===== config.mk =====
export PLATFORM = sky130hd
export DESIGN_NAME = gpr_file_flat
export DESIGN_NICKNAME = d
export VERILOG_FILES = /design/src/rtl/gpr_file_if.sv /design/src/rtl/gpr_file.sv /design/src/flat_wrapper.sv
export SDC_FILE = /design/constraint.sdc
export NUM_CORES = 1
export LEC_CHECK = 0
export ABC_CLOCK_PERIOD_IN_PS = 2200
export CORE_ASPECT_RATIO = 1.75
export CORE_MARGIN = 2
export CORE_UTILIZATION = 45
export CTS_CLUSTER_DIAMETER = 40
export DETAILED_ROUTE_END_ITERATION = 10
export PLACE_DENSITY = 0.67
export SLEW_MARGIN = 20
export SYNTH_ARGS = -nofsm -noshare
export SYNTH_HDL_FRONTEND = slang
export SYNTH_SLANG_ARGS = --single-unit

===== constraint.sdc =====
create_clock -name CLK -period 2.2 [get_ports CLK]
set_input_delay 0.33 -clock CLK [delete_from_list [all_inputs] [get_ports CLK]]
set_output_delay 0.33 -clock CLK [all_outputs]
set_load 0.1 [all_outputs]

===== src/rtl/gpr_file_if.sv =====
// S-bus write port and A/B-bus read ports of the general-purpose register file.
interface gpr_file_if #(
  parameter int WIDTH = 16,
  parameter int DEPTH = 8
);
  localparam int AW = $clog2(DEPTH);

  logic             SR;
  logic [AW-1:0]    S_sel;
  logic [WIDTH-1:0] S_bus;
  logic             RA;
  logic [AW-1:0]    A_sel;
  logic [WIDTH-1:0] A_bus;
  logic             RB;
  logic [AW-1:0]    B_sel;
  logic [WIDTH-1:0] B_bus;

  modport master (
    output SR, S_sel, S_bus, RA, A_sel, RB, B_sel,
    input  A_bus, B_bus
  );

  modport slave (
    input  SR, S_sel, S_bus, RA, A_sel, RB, B_sel,
    output A_bus, B_bus
  );
endinterface


===== src/rtl/gpr_file.sv =====
// Parametrised register file: one S-bus write port, two registered read
// ports (A/B) with optional write bypass, a zeroing sweep and a stepped
// debug readback port.
module gpr_file #(
  parameter int WIDTH   = 16,
  parameter int DEPTH   = 8,
  parameter int BYPASS  = 1,
  parameter int R0_ZERO = 0,
  localparam int AW     = $clog2(DEPTH)
) (
  input  logic             CLK,
  input  logic             CLR,
  gpr_file_if.slave        bus,
  input  logic             INIT_req,
  output logic             INIT_busy,
  input  logic             DBG_step,
  output logic [AW-1:0]    DBG_sel,
  output logic [WIDTH-1:0] DBG_data
);

  localparam logic [AW-1:0] LAST = AW'(DEPTH - 1);

  typedef enum logic {IDLE, SWEEP} state_t;

  state_t           state_q;
  logic [AW-1:0]    ptr_q;
  logic             busy_q;
  logic [WIDTH-1:0] mem_q [DEPTH];

  logic [WIDTH-1:0] a_q, a_d;
  logic [WIDTH-1:0] b_q, b_d;
  logic [AW-1:0]    dbg_sel_q, dbg_sel_d;
  logic [WIDTH-1:0] dbg_data_q, dbg_data_d;
  logic             wr_en;

  // Address maps to a real, writable/readable register (not past DEPTH,
  // not the hard-wired zero register).
  function automatic logic addr_ok(input logic [AW-1:0] addr);
    return (32'(addr) < DEPTH) && !((R0_ZERO != 0) && (addr == '0));
  endfunction

  // Current register contents as seen by any read port.
  function automatic logic [WIDTH-1:0] rd_word(input logic [AW-1:0] addr);
    return addr_ok(addr) ? mem_q[addr] : '0;
  endfunction

  // Writes are accepted only outside the sweep and to a valid address.
  assign wr_en = (state_q == IDLE) && bus.SR && addr_ok(bus.S_sel);

  // Next values for the read ports and the debug pointer/data.
  always_comb begin
    // NOTE: every output of this block gets a default first, so no path
    // leaves a value unassigned and no latch is inferred.
    a_d        = '0;
    b_d        = '0;
    dbg_sel_d  = dbg_sel_q;
    dbg_data_d = rd_word(dbg_sel_q);
    if (bus.RA) begin
      a_d = ((BYPASS != 0) && wr_en && (bus.A_sel == bus.S_sel)) ? bus.S_bus
                                                                 : rd_word(bus.A_sel);
    end
    if (bus.RB) begin
      b_d = ((BYPASS != 0) && wr_en && (bus.B_sel == bus.S_sel)) ? bus.S_bus
                                                                 : rd_word(bus.B_sel);
    end
    if (DBG_step) begin
      dbg_sel_d = (dbg_sel_q == LAST) ? '0 : dbg_sel_q + AW'(1);
    end
  end

  // Register storage and the IDLE/SWEEP zeroing FSM.
  always_ff @(posedge CLK) begin
    if (CLR) begin
      // NOTE: the storage array is reset on purpose: software relies on
      // CLR leaving every register at zero, which costs a reset per bit.
      for (int i = 0; i < DEPTH; i++) begin
        mem_q[i] <= '0;
      end
      state_q <= IDLE;
      ptr_q   <= '0;
      busy_q  <= 1'b0;
    end else begin
      // NOTE: all state here uses non-blocking assignments so every
      // register samples pre-edge values, whatever the statement order.
      case (state_q)
        IDLE: begin
          if (wr_en) begin
            mem_q[bus.S_sel] <= bus.S_bus;
          end
          if (INIT_req) begin
            state_q <= SWEEP;
            ptr_q   <= '0;
            busy_q  <= 1'b1;
          end
        end
        SWEEP: begin
          mem_q[ptr_q] <= '0;
          if (ptr_q == LAST) begin
            state_q <= IDLE;
            ptr_q   <= '0;
            busy_q  <= 1'b0;
          end else begin
            ptr_q <= ptr_q + AW'(1);
          end
        end
        default: begin
          state_q <= IDLE;
          busy_q  <= 1'b0;
        end
      endcase
    end
  end

  // Registered read ports and debug readback.
  always_ff @(posedge CLK) begin
    if (CLR) begin
      a_q        <= '0;
      b_q        <= '0;
      dbg_sel_q  <= '0;
      dbg_data_q <= '0;
    end else begin
      a_q        <= a_d;
      b_q        <= b_d;
      dbg_sel_q  <= dbg_sel_d;
      dbg_data_q <= dbg_data_d;
    end
  end

  assign bus.A_bus = a_q;
  assign bus.B_bus = b_q;
  assign INIT_busy = busy_q;
  assign DBG_sel   = dbg_sel_q;
  assign DBG_data  = dbg_data_q;

endmodule


===== src/flat_wrapper.sv =====
// flat-port wrapper written by rule: the top's interface ports become plain ports
module gpr_file_flat 
#(
  parameter int WIDTH   = 16,
  parameter int DEPTH   = 8,
  parameter int BYPASS  = 1,
  parameter int R0_ZERO = 0,
  localparam int AW     = $clog2(DEPTH)
)
  (CLK, CLR, INIT_req, INIT_busy, DBG_step, DBG_sel, DBG_data, bus_SR, bus_S_sel, bus_S_bus, bus_RA, bus_A_sel, bus_RB, bus_B_sel, bus_A_bus, bus_B_bus);
  gpr_file_if #(.WIDTH(WIDTH), .DEPTH(DEPTH)) bus_i ();
  input  logic CLK;
  input  logic CLR;
  input  logic INIT_req;
  output logic INIT_busy;
  input  logic DBG_step;
  output logic [AW-1:0] DBG_sel;
  output logic [WIDTH-1:0] DBG_data;
  input wire logic [$bits(bus_i.SR)-1:0] bus_SR;
  input wire logic [$bits(bus_i.S_sel)-1:0] bus_S_sel;
  input wire logic [$bits(bus_i.S_bus)-1:0] bus_S_bus;
  input wire logic [$bits(bus_i.RA)-1:0] bus_RA;
  input wire logic [$bits(bus_i.A_sel)-1:0] bus_A_sel;
  input wire logic [$bits(bus_i.RB)-1:0] bus_RB;
  input wire logic [$bits(bus_i.B_sel)-1:0] bus_B_sel;
  output wire logic [$bits(bus_i.A_bus)-1:0] bus_A_bus;
  output wire logic [$bits(bus_i.B_bus)-1:0] bus_B_bus;
  assign bus_i.SR = bus_SR;
  assign bus_i.S_sel = bus_S_sel;
  assign bus_i.S_bus = bus_S_bus;
  assign bus_i.RA = bus_RA;
  assign bus_i.A_sel = bus_A_sel;
  assign bus_i.RB = bus_RB;
  assign bus_i.B_sel = bus_B_sel;
  assign bus_A_bus = bus_i.A_bus;
  assign bus_B_bus = bus_i.B_bus;
  gpr_file #(.WIDTH(WIDTH), .DEPTH(DEPTH), .BYPASS(BYPASS), .R0_ZERO(R0_ZERO)) u_core (.CLK(CLK), .CLR(CLR), .bus(bus_i), .INIT_req(INIT_req), .INIT_busy(INIT_busy), .DBG_step(DBG_step), .DBG_sel(DBG_sel), .DBG_data(DBG_data));
endmodule

### Word-level counts from Yosys, hierarchy flattened

Memory sizes are Yosys's and may differ from the RTL's. A register that Yosys moved wholly into a read port is not among the register bits.
Cells that the tools add are included.

* output and inout port bits: 52
* logic and storage cells: 55
* latch bits: 0
* input bits: 32
* memories kept: 1
* memory bits (writable): 128
* memory bits (read-only): 0
* register bits after elaboration: 42

* bitwise operators: 5
* multiply operators: 0
* shift operators: 0
* $add $sub $neg: 2
* div/mod/pow operators: 0
* order comparisons: 0
* reductions and logical operators: 6
* mux-type cells: 27
* eq/ne operators: 6

Memory list
* u_core.mem_q: words 8, bits a word 16, read ports 3, clocked after Yosys merged registers in 3, write ports 8, line gpr_file.sv:28 `logic [WIDTH-1:0] mem_q [DEPTH];`

Operators with widths (count)
* $mux 16: 4
* $reduce_or 16->1: 2
* $mux 1: 15
* $mux 3: 5
* $add 3x1->3 const B: 2
* $eq 3x3->1: 2
* $eq 3x3->1 const B: 2
* $pmux 3 s2: 1
* $ne 2x2->1 const B: 2
* $pmux 1 s2: 2
* $reduce_or 2->1: 2
* $not 1->1: 3
* $and 1x1->1: 2
* $reduce_and 2->1: 1
* $logic_and 1x1->1: 1

### Depth between registers and ports, before layout

* word-level depth: 10
* mapped depth: 6

### Least setup slack after synthesis

OpenSTA, ideal clock, no wires.

* path kind: flip-flop to flip-flop
* from: register u_core.dbg_sel_q[0] (netlist: u_core.DBG_sel[0])
* to: register u_core.dbg_data_q[0] (netlist: u_core.DBG_data[0]) (read register of u_core.mem_q)
* stages on the path, launching flop included: 6
* data required time: 2072 ps
* arrival time: 2204 ps
* setup slack: -132 ps
* clock period less this slack: 2332 ps
* path buffers: 2
* library setup time: 128 ps
* path through: dfxtp_1 > buf_2 > buf_4 > mux4_2 > mux2i_1 > nor2_1

RTL lines
* start: declaration: line gpr_file.sv:32 `logic [AW-1:0] dbg_sel_q, dbg_sel_d;`
* start signal: assignment: line gpr_file.sv:124 `dbg_sel_q <= dbg_sel_d;`
* end: declaration: line gpr_file.sv:33 `logic [WIDTH-1:0] dbg_data_q, dbg_data_d;`

==> out/results.ini <==
[global_routing]
grt_pass1_vias=7348
grt_use_total_pct=22.4
grt_pass1_wl_mm=42.5
grt_max_degree=37
antenna_found_initial=0
gr-total-overflow=0

[timing]
timing.final.setup_violations=0
skew_ns=0.0234
timing.slew.headroom_pct=53.6
period_share_pct=91.3
period_needed_ns=2.01
fin_setup_tns_ns=0
worst_pin_slew_ns=0.695
finalHoldViolCount=0
hold-worst-slack_ns=0.318
slew_violations=0
rsz0062_at_grt=false
fmax_mhz=498

[critical_path]
reg2reg_from=u_core.state_q
worst-r2r-cell-count=5
cpPeakStageDelay_ns=0.41
arrival_ns=1.68
crit_path_end_kind=primary output
required_ns=1.87
critPathSlowestCell=mux2_2
cp-start-kind=register
crit_fanout=16
worstSetupPathType=register to primary output
crit_chain=buf_4 > mux2_2 > buf_12

[drt]
via_per_inst=6.25
vias=6800
first_pass_iters=5
ant_nets=0
wl_per_cell_um=25.6
routed_wl_mm=27.8
drt_iter0_markers=702
drcViolationCount=0

[layout]
final_cell_mix=edfxtp_1 (128), nor3_2 (84), mux4_2 (82)
areaGrowthSynthToFinish_pct=22.1
fillers=1816
final_area_mm2=0.0130
n_antenna_cell=0
final_common_cell=edfxtp_1
multi_input_area_mm2=0.00479
final_layout_size_suffix_gt1_share_pct=47.6
regArea_mm2=0.00533
final_nets=804

[min_path]
hp-start=bus_S_bus[14]
hold_depth=1
hold_class=primary input to register

[clock_network]
cts_buffers=22
clk_latency_ns=0.51
ctsHoldBuffers=0
cts_tree=built
cts_resized=0
h-tree-depth=1
cts_buffer_depth=3
cts_root_buf=clkbuf_16
cts_setup_buffers=0
clock-sinks=202
clk_pin_slew_worst_paths_ns=0.06

[synthesis]
syn_nets=712
seq_area_frac_synth_pct=50.2
avgSynthCellArea_um2=15.7
syn_area_mm2=0.0106
yosys_warnings=0
ys_ff_latch=202
ys_types=41
ys.flop_type=edfxtp_1
synth_edf_count=128
async_reset_ff_share_pct=0
synth_cells=676

[die]
fp-row-count=74
initial_core_util_pct=45.7
die_w_um=120
dieArea_mm2=0.0249
core_area_mm2=0.0232
io_pins=84
die_y_um=207

[status]
status=complete, no violations

[power_and_ir_drop]
max-vdd-ir-drop_mv=0.548
leakage_nw=4.45
p_sw_mw=2.86
clockPowerShare_pct=36.6
p_seq_share_pct=44.1
switching_share_pct=28.9
power.density_mw_per_mm2=763
p_int_mw=7.03
combPwrFrac_pct=19.2

[placed_design]
gp_congestion=0.844
place_area_mm2=0.0122
dp_hpwl_mm=19.1
io_buffer_count=83

[job]
maxCapViolCount=0

cell usage after synthesis, types with 3 or more instances:
master / number / area share (%)
dfxtp_1: 74 / 14
nor2_1: 24 / 0.85
nor3_2: 84 / 7.9
mux2_2: 32 / 3.4
xor2_1: 6 / 0.50
nand2_2: 10 / 0.59
o21bai_1: 9 / 0.64
nor2b_1: 3 / 0.18
nor3_1: 44 / 2.1
ha_1: 4 / 0.47
buf_2: 21 / 0.99
mux4_1: 13 / 3.2
clkbuf_2: 3 / 0.14
buf_6: 13 / 1.4
clkbuf_8: 6 / 0.78
clkbuf_1: 14 / 0.50
mux2i_1: 19 / 1.8
nand2_1: 8 / 0.28
a31oi_4: 3 / 0.60
a21oi_1: 4 / 0.19
edfxtp_1: 128 / 36
nor3b_1: 3 / 0.21
a22o_1: 32 / 2.6
buf_4: 15 / 1.1
mux4_2: 82 / 17
cell families (layout without fill, tap and decap cells):
logic type                 Yosys count  in the layout  synth area share [%]
AOI/OAI and AO/OA                   51             51                  4.35
xor gates and xnor gates             6              6                 0.495
adders and majority gates            4              4                 0.472
buffers and inverters               74            182                  4.92
DFF                                202            202                  50.2
muxes                              147            147                  26.0
and+or+nand+nor                    192            192                  13.5
through the flow:
stage | worst slack [ns] | utilization (%) | total power [mW] | cells
floorplan | -0.123 | - | 5.71 | 676
global placement | -0.447 | 52.6 | 6.28 | 1047
detailed placement | -0.132 | 52.7 | 6.34 | 1048
CTS | 0.130 | 55.8 | 9.92 | 1088
global route | 0.118 | 55.8 | 10.1 | 1088
finish | 0.192 | 55.8 | 9.88 | 1088
path summary, 6_finish.rpt:
path | slack, ns | end
max | 0.19 | bus_A_bus[11]
min | 0.32 | register
max reg2reg | 0.31 | u_core.mem_q[2][4]
min reg2reg | 0.53 | u_core.INIT_busy
metal layers:
layer / track usage (%) / part of all wire [%] / wire [µm] / up-vias
met5: 0 / 0 / 0 / -
met4: 10.7 / 4.2 / 1160 / 0
met3: 2.18 / 7.0 / 1940 / 86
met2: 40.4 / 55 / 15200 / 321
met1: 26.4 / 34 / 9550 / 3501
li1: - / - / - / 2892
power by group through the flow:
| stage | logic [mW] | registers [mW] | clock network, mW |
|---|---|---|---|
| floorplan | 1.12 | 4.59 | 0 |
| global placement | 1.87 | 4.41 | 0 |
| detailed placement | 1.90 | 4.44 | 0 |
| CTS | 1.90 | 4.36 | 3.66 |
| global route | 1.97 | 4.38 | 3.79 |
| finish | 1.90 | 4.36 | 3.62 |
area by class of cell:
cell class / instances / share of cell area [%]
Clock inverter: 14 / 0.956
Tap cell: 304 / 2.93
Sequential cell: 202 / 41.1
Multi-Input combinational cell: 400 / 37.0
Inverter: 2 / 0.0579
Timing Repair Buffer: 140 / 13.4
Clock buffer: 26 / 4.53
critical path, delay by kind of cell, from the launching register on:
kind / cells / cell delay (ns)
flops: 1 / 0.31
mux: 1 / 0.41
buf+inv: 2 / 0.44
(Power assumes the default switching activity.)
